==> src/rtl/uart_rx_ctrl.sv <==
// uart_rx_ctrl
// ------------
// UART receive front-end. Synchronises the asynchronous rx line, detects a
// start-bit falling edge, and samples every subsequent bit at its centre
// using an OVERSAMPLE x baud enable. Each data bit is handed to a downstream
// right-shift (LSB-first) register as data_s plus a one-cycle shift strobe.
// At the end of the frame it pulses frame_done and reports stop-bit and
// optional parity errors.
//
// Ports:
//   clk         in   system clock
//   rst_n       in   asynchronous active-low reset
//   rx          in   raw serial line, idle high, asynchronous to clk
//   baud_tick   in   single-cycle enable at OVERSAMPLE x baud rate
//   data_s      out  sampled data bit (held between strobes)
//   shift       out  one-cycle strobe per data bit
//   busy        out  high whenever the receiver is not idle
//   frame_done  out  one-cycle pulse after the stop bit is sampled
//   frame_err   out  stop bit was sampled low (valid with frame_done)
//   parity_err  out  parity mismatch (valid with frame_done)

module uart_rx_ctrl #(
  parameter int OVERSAMPLE = 16,
  parameter int DATA_BITS  = 8,
  parameter int PARITY_EN  = 0,
  parameter int PARITY_ODD = 0
) (
  input  logic clk,
  input  logic rst_n,
  input  logic rx,
  input  logic baud_tick,
  output logic data_s,
  output logic shift,
  output logic busy,
  output logic frame_done,
  output logic frame_err,
  output logic parity_err
);

  localparam int TW = $clog2(OVERSAMPLE);
  localparam int BW = $clog2(DATA_BITS + 1);

  // Start bit is checked half a bit in; all later bits one full bit apart.
  localparam logic [TW-1:0] HALF_M1  = TW'(OVERSAMPLE / 2 - 1);
  localparam logic [TW-1:0] FULL_M1  = TW'(OVERSAMPLE - 1);
  localparam logic [BW-1:0] LAST_BIT = BW'(DATA_BITS - 1);
  localparam logic          ACC_INIT = (PARITY_ODD != 0);

  typedef enum logic [2:0] {
    S_IDLE   = 3'd0,
    S_START  = 3'd1,
    S_DATA   = 3'd2,
    S_PARITY = 3'd3,
    S_STOP   = 3'd4
  } state_t;

  state_t          r_state;
  logic            r_rx_meta;
  logic            r_rx_s;
  logic            r_rx_prev;
  logic [TW-1:0]   r_tick_cnt;
  logic [BW-1:0]   r_bit_cnt;
  logic            r_par_acc;
  logic            r_par_mis;
  logic            r_data_s;
  logic            r_shift;
  logic            r_busy;
  logic            r_frame_done;
  logic            r_frame_err;
  logic            r_parity_err;

  logic            w_fall;
  logic            w_half_pt;
  logic            w_full_pt;

  assign w_fall    = r_rx_prev & ~r_rx_s;
  assign w_half_pt = baud_tick & (r_tick_cnt == HALF_M1);
  assign w_full_pt = baud_tick & (r_tick_cnt == FULL_M1);

  // Two-flop synchroniser plus one more flop for falling-edge detection.
  // These run every clock regardless of baud_tick.
  always_ff @(posedge clk or negedge rst_n) begin
    if (!rst_n) begin
      r_rx_meta <= 1'b1;
      r_rx_s    <= 1'b1;
      r_rx_prev <= 1'b1;
    end else begin
      r_rx_meta <= rx;
      r_rx_s    <= r_rx_meta;
      r_rx_prev <= r_rx_s;
    end
  end

  always_ff @(posedge clk or negedge rst_n) begin
    if (!rst_n) begin
      r_state      <= S_IDLE;
      r_tick_cnt   <= '0;
      r_bit_cnt    <= '0;
      r_par_acc    <= 1'b0;
      r_par_mis    <= 1'b0;
      r_data_s     <= 1'b0;
      r_shift      <= 1'b0;
      r_busy       <= 1'b0;
      r_frame_done <= 1'b0;
      r_frame_err  <= 1'b0;
      r_parity_err <= 1'b0;
    end else begin
      r_shift      <= 1'b0;
      r_frame_done <= 1'b0;

      case (r_state)
        // Edge detection is not gated by baud_tick: the edge is visible for
        // a single clock only. A line held low never produces an edge.
        S_IDLE: begin
          if (w_fall) begin
            r_tick_cnt   <= '0;
            r_par_mis    <= 1'b0;
            r_frame_err  <= 1'b0;
            r_parity_err <= 1'b0;
            r_busy       <= 1'b1;
            r_state      <= S_START;
          end
        end

        S_START: begin
          if (w_half_pt) begin
            r_tick_cnt <= '0;
            if (!r_rx_s) begin
              r_bit_cnt <= '0;
              r_par_acc <= ACC_INIT;
              r_state   <= S_DATA;
            end else begin
              // Line went high again before mid-start: treat as a glitch.
              r_busy  <= 1'b0;
              r_state <= S_IDLE;
            end
          end else if (baud_tick) begin
            r_tick_cnt <= r_tick_cnt + 1'b1;
          end
        end

        S_DATA: begin
          if (w_full_pt) begin
            r_tick_cnt <= '0;
            r_bit_cnt  <= r_bit_cnt + 1'b1;
            r_data_s   <= r_rx_s;
            r_shift    <= 1'b1;
            r_par_acc  <= r_par_acc ^ r_rx_s;
            if (r_bit_cnt == LAST_BIT) begin
              r_state <= (PARITY_EN != 0) ? S_PARITY : S_STOP;
            end
          end else if (baud_tick) begin
            r_tick_cnt <= r_tick_cnt + 1'b1;
          end
        end

        S_PARITY: begin
          if (w_full_pt) begin
            r_tick_cnt <= '0;
            r_par_mis  <= r_par_acc ^ r_rx_s;
            r_state    <= S_STOP;
          end else if (baud_tick) begin
            r_tick_cnt <= r_tick_cnt + 1'b1;
          end
        end

        S_STOP: begin
          if (w_full_pt) begin
            r_tick_cnt   <= '0;
            r_frame_done <= 1'b1;
            r_frame_err  <= ~r_rx_s;
            r_parity_err <= (PARITY_EN != 0) ? r_par_mis : 1'b0;
            r_busy       <= 1'b0;
            r_state      <= S_IDLE;
          end else if (baud_tick) begin
            r_tick_cnt <= r_tick_cnt + 1'b1;
          end
        end

        default: begin
          r_busy  <= 1'b0;
          r_state <= S_IDLE;
        end
      endcase
    end
  end

  assign data_s     = r_data_s;
  assign shift      = r_shift;
  assign busy       = r_busy;
  assign frame_done = r_frame_done;
  assign frame_err  = r_frame_err;
  assign parity_err = r_parity_err;

endmodule

==> config.mk <==
export PLATFORM = sky130hd
export DESIGN_NAME = uart_rx_ctrl
export DESIGN_NICKNAME = d
export VERILOG_FILES = /design/src/rtl/uart_rx_ctrl.sv
export SDC_FILE = /design/constraint.sdc
export NUM_CORES = 1
export LEC_CHECK = 0
export CORE_MARGIN = 4
export CORE_UTILIZATION = 40
export CTS_CLUSTER_DIAMETER = 200
export CTS_CLUSTER_SIZE = 24
export DETAILED_ROUTE_END_ITERATION = 7
export HOLD_SLACK_MARGIN = 0.08
export PLACE_DENSITY = 0.65
export SETUP_SLACK_MARGIN = 0.3
export SLEW_MARGIN = 20
export SYNTH_ARGS = -nofsm -noshare
export SYNTH_HDL_FRONTEND = slang
export SYNTH_SLANG_ARGS = --single-unit
==> constraint.sdc <==
create_clock -name clk -period 2.9 [get_ports clk]
set_clock_uncertainty 0.1 [all_clocks]
set_input_delay 0.435 -clock clk [delete_from_list [all_inputs] [get_ports clk]]
set_output_delay 0.435 -clock clk [all_outputs]
set_load 0.05 [all_outputs]
==> flow_metrics.py <==
metrics = {
    "sta": {
        "setup_violations": 0,
        "drv_slew": 0,
        "hold_viol": 0,
        "max_freq_mhz": 495,
        "fin_setup_tns_ps": 0,
        "grt_setup_unrepaired": "no",
        "timing.final.crit_share_pct": 69.6,
        "tightestPinTransition_ps": 845,
        "slew_headroom_pct": 43.5,
        "layout_min_cycle_time_ps": 2020,
    },
    "finish": {
        "syn2layout_area_growth_pct": 12.1,
        "drive_above_1_share_pct": 14.9,
        "register_area_sq_um": 479,
        "nets": 108,
        "fillers": 217,
        "final_core_util_pct": 47.6,
        "final_cells": 129,
        "multi_input_area_sq_um": 430,
        "antennaDiodeCount": 0,
    },
    "worst_setup_path": {
        "r2r_setup_slack_ps": 1030,
        "critPathSlowestCell": "clkdlybuf4s50_1",
        "path_cells": "clkdlybuf4s50_1",
        "reg2reg_from": "r_state[1]",
        "crit_fanout": 3,
        "cpPeakStageDelay_ps": 810,
        "cpLargestDelayFamily": "buffers and inverters",
        "crit_type": "flop to primary output",
        "r2r-end": "r_bit_cnt[3]",
        "crit_arrival_ps": 1480,
        "timing.critical_path.buf_inv": 1,
        "crit_required_ps": 2370,
        "startpoint_type": "flop",
        "cp-end-kind": "primary output",
        "reg2regPathDepth": 4,
    },
    "clock_tree": {
        "clkTransAtPathRegs_ps": 110,
        "numCtsBuffers": 3,
        "cts_sinks": 19,
        "cts_root_buffer": "clkbuf_4",
        "cts_setup_buffers": 0,
        "clock_latency_ps": 290,
        "cts_buffer_depth": 2,
        "hold_buffers": 0,
        "htree_levels": 1,
        "cts_tree": "built",
        "cts_resized": 0,
    },
    "routing": {
        "vias": 716,
        "drt_iter0_drc": 8,
        "detail_route.wl_per_cell_microns": 12.9,
        "drc": 0,
        "viasPerCell": 5.55,
        "wl_microns": 1670,
        "postRouteAntennaNets": 0,
        "dr.pass1.iters": 4,
    },
    "floorplanning": {
        "coreArea_sq_mm": 0.00223,
        "ios": 10,
        "fp.dieW_microns": 56.7,
        "rows": 17,
        "dieArea_sq_mm": 0.00321,
        "initial_core_util_pct": 42.5,
        "die_h_microns": 56.7,
    },
    "global_route": {
        "grt_max_degree": 20,
        "gr-total-overflow": 0,
        "grt_pass1_wl_microns": 2910,
        "track_usage_pct": 11.5,
        "antenna_found_initial": 0,
        "grt_pass1_vias": 672,
    },
    "placement": {
        "io_buffers": 8,
        "dp_hpwl_microns": 1200,
        "place_congestion": 0.818,
        "place_inst": 125,
    },
    "synthesis": {
        "async_flop_share_pct": 100,
        "yosysUniqueCellTypes": 36,
        "ys_seq_area_share_pct": 50.5,
        "avgSynthCellArea_sq_um": 10.2,
        "synth_edf_count": 0,
        "syn_nets": 99,
        "yosysWarnings": 0,
        "synth-seq-cells": 19,
        "synthCells": 93,
        "synthFlopType": "dfrtp_1",
        "synthesis.area_sq_um": 948,
    },
    "worst_hold_path": {
        "hold-path-endpoint": "r_rx_s",
        "hold_start": "r_rx_meta",
        "worstHoldPathCells": 0,
        "hold_class": "flop to flop",
    },
    "power_and_ir_drop": {
        "irDropWorstVdd_v": 0.000306,
        "power.leakage_nw": 0.452,
        "power.density_mw_per_mm2": 575,
    },
    "flow_run": {
        "drv_cap": 0,
    },
    "status": {
        "outcome": "finished clean",
    },
}
layout make-up:
type                    instances  area share (%)
clock buffers                   3            2.12
clock inverters                 1           0.471
inverters                       3            1.06
multi-input cells              67            40.5
flip-flops and latches         19            45.1
well taps                      28            3.29
repair buffers                  8            7.53
sequential cells by signal (all words and copies together), names as in the netlist:
register    count
r_rx_prev       1
r_state         3
frame_done      1
r_bit_cnt       4
r_tick_cnt      4
r_rx_s          1
r_rx_meta       1
busy            1
shift           1
frame_err       1
data_s          1
report_power, final:
part / total (W) / switching [W] / internal, W
logic: 0.000135 / 0.0000694 / 0.0000653
registers: 0.000348 / 0.0000413 / 0.000307
clock network: 0.000128 / 0.0000772 / 0.0000512
total: 0.000611 / 0.000188 / 0.000423
how the worst max path moves through the flow:
stage | slack (ps) | cells after the start | endpoint | startpoint
after global routing | 770 | 4 | r_bit_cnt[3] | r_state[1]
after floorplan | 1240 | 4 | data_s | r_state[0]
final | 880 | 1 | busy | busy
after global placement | 720 | 5 | r_bit_cnt[3] | baud_tick
after detailed placement | 690 | 5 | r_bit_cnt[3] | baud_tick
after CTS | 850 | 1 | busy | busy
metal layers:
metal  vias up  GRT usage [%]  share of wire (%)
li1        363              -                  -
met1       342           14.7                 49
met2         9           17.7                 46
met3         2           2.76                5.0
met4         0           6.10               0.78
met5         -              0                  0
cells in the final DEF (no fill, tap or decap), types with 3 or more instances in the layout:
cell / Yosys / layout
o21ai_0: 8 / 8
mux2_2: 3 / 3
nor2_1: 7 / 7
nand2_1: 3 / 3
dfrtp_1: 16 / 16
a21oi_1: 6 / 6
dfstp_2: 3 / 3
nand3_1: 8 / 8
inv_1: 3 / 3
clkbuf_4: 0 / 3
clkdlybuf4s50_1: 0 / 8
Yosys cell counts (2+ instances only):
cell type,number,area share [%]
or4_1,2,1.6
buf_4,3,2.4
nand3_1,8,4.2
inv_1,3,1.2
nor2_1,7,2.8
or3_1,2,1.3
ha_1,2,2.6
o21ai_0,8,4.2
nand2_1,3,1.2
dfrtp_1,16,42
and3_1,2,1.3
o31ai_1,2,1.6
a21oi_1,6,3.2
a31oi_1,2,1.3
dfstp_2,3,8.3
a22oi_1,2,1.6
mux2_2,3,3.6
through the flow:
| stage | instance area, sq um | hold slack [ps] | setup slack, ps | power (W) |
|---|---|---|---|---|
| finish | 1060 | 263 | 881 | 0.000611 |
| detailed placement | 1040 | 248 | 688 | 0.000490 |
| CTS | 1060 | 266 | 845 | 0.000627 |
| floorplan | 948 | 39.4 | 1240 | 0.000444 |
| global route | 1060 | 274 | 773 | 0.000660 |
| global placement | 1040 | 246 | 723 | 0.000483 |
cells by family (layout without fill, tap and decap cells):
family,Yosys count,count (layout),synth area share [%]
simple gates,36,36,22.7
compound gates,25,25,16.1
buf+inv,7,15,4.09
fa+ha+maj,2,2,2.64
other cells,1,1,0.395
mux,3,3,3.56
flops,19,19,50.5
(Power assumes the default switching activity.)
